--- src/rtl/spi_slave_gen.sv ---
// SPI slave with synchronized SCK/SS/MOSI, all four SPI modes, selectable bit order,
// a one-word TX holding register and a one-word RX output register with overrun/underrun flags.
//
// state    | meaning
// ST_IDLE  | no frame; waiting for a synchronized SS falling edge
// ST_FRAME | SS asserted; sampling MOSI and shifting MISO on SCK edges
module spi_slave_gen #(
    parameter int   DW   = 16,
    parameter int   SYNC = 2,
    parameter logic FILL = 1'b1
) (
    input  logic          i_clk,
    input  logic          i_rst_n,
    input  logic          i_sck,
    input  logic          i_ss,
    input  logic          i_mosi,
    input  logic [1:0]    i_mode,
    input  logic          i_msb,
    input  logic [DW-1:0] i_tx_data,
    input  logic          i_tx_valid,
    output logic          o_tx_ready,
    output logic [DW-1:0] o_rx_data,
    output logic          o_rx_valid,
    input  logic          i_rx_ready,
    output logic          o_miso,
    output logic          o_miso_oe,
    output logic          o_busy,
    output logic          o_overrun,
    output logic          o_underrun,
    input  logic          i_clr_flags
);

    localparam int            CW   = (DW > 1) ? $clog2(DW) : 1;
    localparam logic [CW-1:0] LAST = CW'(DW - 1);

    typedef enum logic {
        ST_IDLE  = 1'b0,
        ST_FRAME = 1'b1
    } state_t;

    state_t state_q, state_d;

    logic [SYNC-1:0] sck_sync, ss_sync, mosi_sync;
    logic            sck_q, ss_q;
    logic            sck_s, ss_s, mosi_s;
    logic            sck_rise, sck_fall, ss_fall, ss_rise;

    logic            cpol_q, cpha_q, msb_q;
    logic [CW-1:0]   cnt_q;
    logic [DW-1:0]   rx_sh_q, rx_next;
    logic [DW-1:0]   tx_sh_q, hold_q;
    logic            tx_ready_q;
    logic [DW-1:0]   rx_data_q;
    logic            rx_valid_q, overrun_q, underrun_q;

    logic            in_frame, lead_edge, trail_edge;
    logic            sample_edge, shift_edge, word_done;
    logic            frame_start, load, tx_accept;
    logic            set_underrun, set_overrun;

    // SS chain resets to "asserted" so a select held low across reset never looks like a new frame.
    always_ff @(posedge i_clk or negedge i_rst_n) begin
        if (!i_rst_n) begin
            sck_sync  <= '0;
            ss_sync   <= '0;
            mosi_sync <= '0;
            sck_q     <= 1'b0;
            ss_q      <= 1'b0;
        end else begin
            sck_sync  <= {sck_sync[SYNC-2:0], i_sck};
            ss_sync   <= {ss_sync[SYNC-2:0], i_ss};
            mosi_sync <= {mosi_sync[SYNC-2:0], i_mosi};
            sck_q     <= sck_sync[SYNC-1];
            ss_q      <= ss_sync[SYNC-1];
        end
    end

    assign sck_s    = sck_sync[SYNC-1];
    assign ss_s     = ss_sync[SYNC-1];
    assign mosi_s   = mosi_sync[SYNC-1];
    assign sck_rise = sck_s & ~sck_q;
    assign sck_fall = ~sck_s & sck_q;
    assign ss_fall  = ~ss_s & ss_q;
    assign ss_rise  = ss_s & ~ss_q;

    always_ff @(posedge i_clk or negedge i_rst_n) begin
        if (!i_rst_n) state_q <= ST_IDLE;
        else          state_q <= state_d;
    end

    always_comb begin
        state_d     = state_q;
        frame_start = 1'b0;
        in_frame    = 1'b0;
        case (state_q)
            ST_IDLE: begin
                if (ss_fall) begin
                    state_d     = ST_FRAME;
                    frame_start = 1'b1;
                end
            end
            ST_FRAME: begin
                if (ss_rise) state_d = ST_IDLE;
                else         in_frame = 1'b1;
            end
            default: state_d = ST_IDLE;
        endcase
    end

    assign lead_edge   = cpol_q ? sck_fall : sck_rise;
    assign trail_edge  = cpol_q ? sck_rise : sck_fall;
    assign sample_edge = in_frame & (cpha_q ? trail_edge : lead_edge);
    assign shift_edge  = in_frame & (cpha_q ? lead_edge : trail_edge);
    assign word_done   = sample_edge & (cnt_q == LAST);
    assign load        = frame_start | word_done;
    assign tx_accept   = i_tx_valid & tx_ready_q;

    assign rx_next = msb_q ? {rx_sh_q[DW-2:0], mosi_s} : {mosi_s, rx_sh_q[DW-1:1]};

    assign set_underrun = load & tx_ready_q & ~i_tx_valid;
    assign set_overrun  = word_done & rx_valid_q & ~i_rx_ready;

    always_ff @(posedge i_clk or negedge i_rst_n) begin
        if (!i_rst_n) begin
            cpol_q  <= 1'b0;
            cpha_q  <= 1'b0;
            msb_q   <= 1'b1;
            cnt_q   <= '0;
            rx_sh_q <= '0;
        end else if (frame_start) begin
            cpol_q  <= i_mode[1];
            cpha_q  <= i_mode[0];
            msb_q   <= i_msb;
            cnt_q   <= '0;
            rx_sh_q <= '0;
        end else if (ss_rise) begin
            cnt_q   <= '0;
            rx_sh_q <= '0;
        end else if (sample_edge) begin
            rx_sh_q <= rx_next;
            cnt_q   <= word_done ? '0 : cnt_q + CW'(1);
        end
    end

    // A zero count at a shift edge means a word was just loaded and its first bit is still unread.
    always_ff @(posedge i_clk or negedge i_rst_n) begin
        if (!i_rst_n) begin
            tx_sh_q    <= {DW{FILL}};
            hold_q     <= '0;
            tx_ready_q <= 1'b1;
        end else if (load) begin
            if (!tx_ready_q) begin
                tx_sh_q    <= hold_q;
                tx_ready_q <= 1'b1;
            end else if (i_tx_valid) begin
                tx_sh_q <= i_tx_data;
            end else begin
                tx_sh_q <= {DW{FILL}};
            end
        end else begin
            if (shift_edge && (cnt_q != '0))
                tx_sh_q <= msb_q ? {tx_sh_q[DW-2:0], FILL} : {FILL, tx_sh_q[DW-1:1]};
            if (tx_accept) begin
                hold_q     <= i_tx_data;
                tx_ready_q <= 1'b0;
            end
        end
    end

    always_ff @(posedge i_clk or negedge i_rst_n) begin
        if (!i_rst_n) begin
            rx_data_q  <= '0;
            rx_valid_q <= 1'b0;
        end else if (word_done) begin
            rx_data_q  <= rx_next;
            rx_valid_q <= 1'b1;
        end else if (i_rx_ready) begin
            rx_valid_q <= 1'b0;
        end
    end

    always_ff @(posedge i_clk or negedge i_rst_n) begin
        if (!i_rst_n) begin
            overrun_q  <= 1'b0;
            underrun_q <= 1'b0;
        end else if (i_clr_flags) begin
            overrun_q  <= 1'b0;
            underrun_q <= 1'b0;
        end else begin
            if (set_overrun)  overrun_q  <= 1'b1;
            if (set_underrun) underrun_q <= 1'b1;
        end
    end

    assign o_miso     = msb_q ? tx_sh_q[DW-1] : tx_sh_q[0];
    assign o_miso_oe  = (state_q == ST_FRAME);
    assign o_busy     = (state_q == ST_FRAME);
    assign o_tx_ready = tx_ready_q;
    assign o_rx_data  = rx_data_q;
    assign o_rx_valid = rx_valid_q;
    assign o_overrun  = overrun_q;
    assign o_underrun = underrun_q;

endmodule

--- config.mk ---
export PLATFORM = sky130hd
export DESIGN_NAME = spi_slave_gen
export DESIGN_NICKNAME = d
export VERILOG_FILES = /design/src/rtl/spi_slave_gen.sv
export SDC_FILE = /design/constraint.sdc
export NUM_CORES = 1
export LEC_CHECK = 0
export BUFFER_PORTS_ARGS = -buffer_cell sky130_fd_sc_hd__buf_2
export CORE_UTILIZATION = 55
export CTS_BUF_LIST = sky130_fd_sc_hd__clkbuf_4
export CTS_CLUSTER_DIAMETER = 50
export DETAILED_ROUTE_END_ITERATION = 8
export MAX_ROUTING_LAYER = met4
export PLACE_DENSITY = 0.74
export SYNTH_ARGS = -nofsm -noshare
export SYNTH_HDL_FRONTEND = slang
export SYNTH_SLANG_ARGS = --single-unit
--- constraint.sdc ---
create_clock -name i_clk -period 2.6 [get_ports i_clk]
set_input_delay 0 -clock i_clk [delete_from_list [all_inputs] [get_ports i_clk]]
set_output_delay 0 -clock i_clk [all_outputs]
set_load 0.05 [all_outputs]
* Word-level counts from Yosys, hierarchy flattened *
Index checks and enable logic that the tools add are counted.

word-level totals
  flip-flop bits (word level) = 84
  bits in latches = 0
  RAM bits = 0
  memory bits (read-only) = 0
  output and inout bits = 23
  logic and storage cells = 81
  memories kept = 0

cells by class
  add/sub/neg operators = 1
  multiply operators = 0
  divide/modulo/power cells = 0
  magnitude comparators = 0
  eq/ne operators = 1
  shift operators = 0
  multiplexer cells = 31
  bitwise logic cells = 21
  reduce and logical (&&, ||, !) cells = 9

operators with widths
  operator                                                       number
  16-bit 2-to-1 mux                                              9
  1-bit 2-to-1 mux                                               17
  4-bit 2-to-1 mux                                               4
  1-bit AND                                                      12
  2-bit nonzero test                                             5
  1-bit NOT                                                      8
  4-bit by 1-bit adder with 4-bit output, second input constant  1
  4-bit == test, second input constant                           1
  4-bit nonzero test                                             1
  3-bit nonzero test                                             1
  1-bit one-hot mux with 2 select lines                          1
  2-bit AND reduction                                            1
  1-bit logical AND                                              1
  1-bit OR                                                       1

* Longest topological paths before layout *
  word-level depth = 11
  depth in mapped cells = 9
  gate-level depth less buffers = 6

* Worst setup path after synthesis *
Ideal clock, no wire load.

  path kind = register to register
  from = register state_q (netlist: o_busy)
  to = register hold_q[10]
  arrival = 2.135 ns
  data required time = 2.475 ns
  setup slack = 0.340 ns
  stages on the path, launching flop included = 9
  path buffers = 4
  clock period less this slack = 2.260 ns
  cell sequence = dfrtp_1 clkbuf_1 nor2_1 a21o_1 buf_6 or2_1 buf_6 buf_12 mux2_4

on the way
  cells in the longest elaborated chain, start to end = 6
  elaborated cells on any way between the ends = 7
  classes of those cells = mux (2); bitwise (4); reduce/logical (1)

ends and longest elaborated chain
  what                               line  RTL
  from (decl)                        41    state_t state_q, state_d;
  from (signal assigned)             88    else state_q <= state_d;
  1-bit 2-to-1 mux                   95    case (state_q)
  1-bit AND                          112   assign sample_edge = in_frame & (cpha_q ? trail_edge : lead_edge);
  1-bit AND                          114   assign word_done = sample_edge & (cnt_q == LAST);
  1-bit OR (*)                       115   assign load = frame_start | word_done;
  1-bit NOT (no line) (*)            --
  2-bit AND reduction (no line) (*)  --
  to (signal assigned)               164   hold_q <= i_tx_data;
  to (decl)                          51    logic [DW-1:0] tx_sh_q, hold_q;

Mark *: on every way between the ends. The rest lies on a longest branch, timed or not.
A chain may end at the register's enable or synchronous reset.

* Worst setup path after layout *
  from = register cpol_q
  to = register underrun_q (netlist: o_underrun)

on the way
  cells in the longest elaborated chain, start to end = 8
  elaborated cells on any way between the ends = 9
  classes of those cells = mux (3); bitwise (5); reduce/logical (1)

ends and longest elaborated chain
  what                                        line      RTL
  from (decl)                                 48        logic cpol_q, cpha_q, msb_q;
  from (signal assigned)                      131       cpol_q <= i_mode[1];
  1-bit 2-to-1 mux, on equally long branches  110, 111
  1-bit 2-to-1 mux (*)                        112
  1-bit AND (*)                               112
  1-bit AND (*)                               114
  1-bit OR (*)                                115
  1-bit AND (*) (2 in series)                 120       assign set_underrun = load & tx_ready_q & ~i_tx_valid;
  2-bit nonzero test (no line) (*)            --
  to (signal assigned)                        185       underrun_q <= 1'b0;
  to (signal assigned)                        188       underrun_q <= 1'b0;
  to (signal assigned)                        191       if (set_underrun) underrun_q <= 1'b1;
  to (decl)                                   54        logic rx_valid_q, overrun_q, underrun_q;

Marked as above.

==> flow_summary.toml <==
[outcome]
status = "completed"

[placement]
hpwl_um = 4550
placement.setup.worst_slack_ps = 224
numPortBuffers = 49
gp_congestion = 0.809

[yosys]
synth-seq-cells = 84
syn_avg_cell_area_sq_um = 11.9
synthArstFlopShare_pct = 100
ys.flop_type = "dfrtp_1"
synth_area_sq_mm = 0.00381
yosysUniqueCellTypes = 37
synth_warnings = 0
synthCells = 321
synth_edf_count = 0
syn_nets = 350
seq_area_frac_synth_pct = 55.8

[sta]
finalSetupViolCount = 0
grt_setup_unrepaired = "no"
maxSlewViolCount = 0
timing.final.ws_setup_ps = 223
fin_tns_setup_ps = 0
period_share_pct = 91.4
fin_skew_ps = 22.0
slew_headroom_pct = 30.5
period_needed_ps = 2380
fmax_mhz = 421
hold_violations = 0
tightestPinTransition_ps = 1040

[routing]
routed_wl_um = 7240
postRouteAntennaNets = 0
drt_iter0_drc = 85
firstDrtPassIters = 6
drc = 0
viasPerCell = 5.59
vias = 2649
wl_per_cell_um = 15.3

[layout]
syn_to_final_growth_pct = 17.6
final_layout_size_suffix_gt1_share_pct = 32.0
layout_commonest_cell = "dfrtp_1"
layout.cells.most_common_list = "dfrtp_1 (66), o21ai_0 (49), buf_2 (48), nand2_1 (38), mux2i_1 (31)"
antenna_cells = 0
final_net_count = 421

[setup_path]
critical_path_arrival_ps = 2700
end_kind = "register"
worst-setup-path-type = "register to register"
cp_top_family = "buffers and inverters"
path_buf_inv = 2
crit_fanout = 35
cp_slowest_stage_delay_ps = 550
timing.rr.start = "cpol_q$_DFFE_PN0N_"
crit_path_start = "cpol_q$_DFFE_PN0N_"
cpMaxStageDelayCell = "dlygate4sd3_1"
crit_required_ps = 2920
cp_cell_sequence = "xnor2_1, mux2_4, a21o_1, buf_4, a31oi_1, nor2_1, dlygate4sd3_1"
start_kind = "register"

[global_routing]
grt_pass1_wl_um = 12000
grt_max_degree = 85
gr-usage-all-layers_pct = 21.9
grt_antenna_before_repair = 0
first_global_vias = 2514
overflow = 0

[floorplan]
die_area_sq_mm = 0.00726
start_util_pct = 58.3
io_pins = 50
core_sq_mm = 0.00653
die_h_um = 85.2
num_rows = 29
die_w_um = 85.2

[pwr]
pwr_density_cell_mw_per_mm2 = 741
irDropWorstVdd_v = 0.000391
leakagePower_nw = 2.01

[worst_hold_path]
hp-start = "i_mosi"
hp-class = "input port to register"

[clock_tree]
cts.sinks = 84
clk_latency_ps = 430
path_clk_slew_ps = 150
htree_num_levels = 3
cts_buffers = 9
cts.path.max_buffers = 2
cts_resized = 0
cts-root-buf = "clkbuf_4"
tritoncts = "done"

[run]
maxCapViolations = 0
[metal layers]
layer  vias to the layer above  track usage, %  part of all wire, %
li1                       1289               -                    -
met1                      1305            29.5                   48
met2                        47            33.7                   48
met3                         8            3.89                  3.2
met4                         0            7.40                  1.2
met5                         -               -                    0
[path summary, 6_finish.rpt]
kind / to / slack, ps / cells after the start
max: o_underrun$_DFFE_PN0P_ / 220 / 7
min: mosi_sync[0]$_DFF_PN0_ / 190 / 2
max reg2reg: o_underrun$_DFFE_PN0P_ / 220 / 7
min reg2reg: mosi_sync[1]$_DFF_PN0_ / 370 / 0
max in group asynchronous: cnt_q[3]$_DFFE_PN0P_ / 1630 / 2
min in group asynchronous: hold_q[11]$_DFFE_PN0P_ / 260 / 2
[Yosys cell counts (2+ instances only)]
cell / n / area share, %
mux2_4: 11 / 4.3
o31ai_1: 2 / 0.39
nand2b_1: 2 / 0.33
a31oi_1: 2 / 0.33
buf_1: 2 / 0.20
mux2i_1: 31 / 8.1
nand2_1: 38 / 3.7
inv_1: 7 / 0.69
nand3_1: 3 / 0.39
buf_2: 3 / 0.39
nor2b_1: 3 / 0.49
dfstp_2: 18 / 12
a21o_1: 2 / 0.39
o221ai_1: 15 / 3.5
ha_1: 2 / 0.66
mux2_2: 24 / 7.1
a21oi_1: 3 / 0.39
nor2_1: 6 / 0.59
xnor2_1: 2 / 0.46
buf_6: 2 / 0.59
dfrtp_1: 66 / 43
clkbuf_1: 13 / 1.3
o21ai_0: 49 / 6.4
nor3b_1: 2 / 0.39
[state kept, by name (all words and copies together), names as in the netlist, 2 cells and up]
name       cells
tx_sh_q       16
hold_q        16
cnt_q          4
mosi_sync      2
ss_sync        2
o_rx_data     16
rx_sh_q       16
sck_sync       2
[per-stage QoR]
step | hold slack [ps] | instance area (sq um) | instances | utilization, % | power (mW)
after detailed placement | 110 | 4080 | 431 | 62.5 | 2.63
final | 195 | 4480 | 474 | 68.5 | 3.32
after global placement | 108 | 4080 | 431 | 62.5 | 2.60
after global routing | 168 | 4480 | 474 | 68.5 | 3.50
after CTS | 180 | 4480 | 474 | 68.5 | 3.34
after floorplan | -296 | 3810 | 321 | - | 2.43
[layout make-up]
class	count	area, sq um
repair buffers	82	563
clock buffers	9	67.6
inverters	7	26.3
flip-flops and latches	84	2120
clock inverters	7	58.8
well taps	77	96.3
fillers	497	2050
multi-input cells	208	1540
[where the power goes]
part           leakage (nW)  internal [mW]  switching, mW
Clock                0.0684          0.209          0.474
Combinational         0.891          0.442          0.352
Sequential             1.05           1.64          0.207
Total                  2.01           2.29           1.03
[worst register-to-register path: cells and delay by family (launching register included)]
family                    cells  cell delay, ps
and+or+nand+nor               1              50
muxes                         1             370
xor gates and xnor gates      1             280
DFF                           1             410
AOI/OAI and AO/OA             2             380
buffers and inverters         2             790
[cells by family after synthesis]
| logic type | Yosys count | synth area share (%) |
|---|---|---|
| fa+ha+maj | 2 | 0.657 |
| compound gates | 76 | 12.1 |
| flops | 84 | 55.8 |
| xor+xnor | 2 | 0.460 |
| buf+inv | 29 | 3.88 |
| mux | 66 | 19.6 |
| simple gates | 62 | 7.49 |
[what timing repair did]
item	in CTS	in global routing
hold endpoints to repair	108	0
setup buffers	0	0
hold buffers	27	0
No activity file was read; power rests on OpenSTA's default activity.
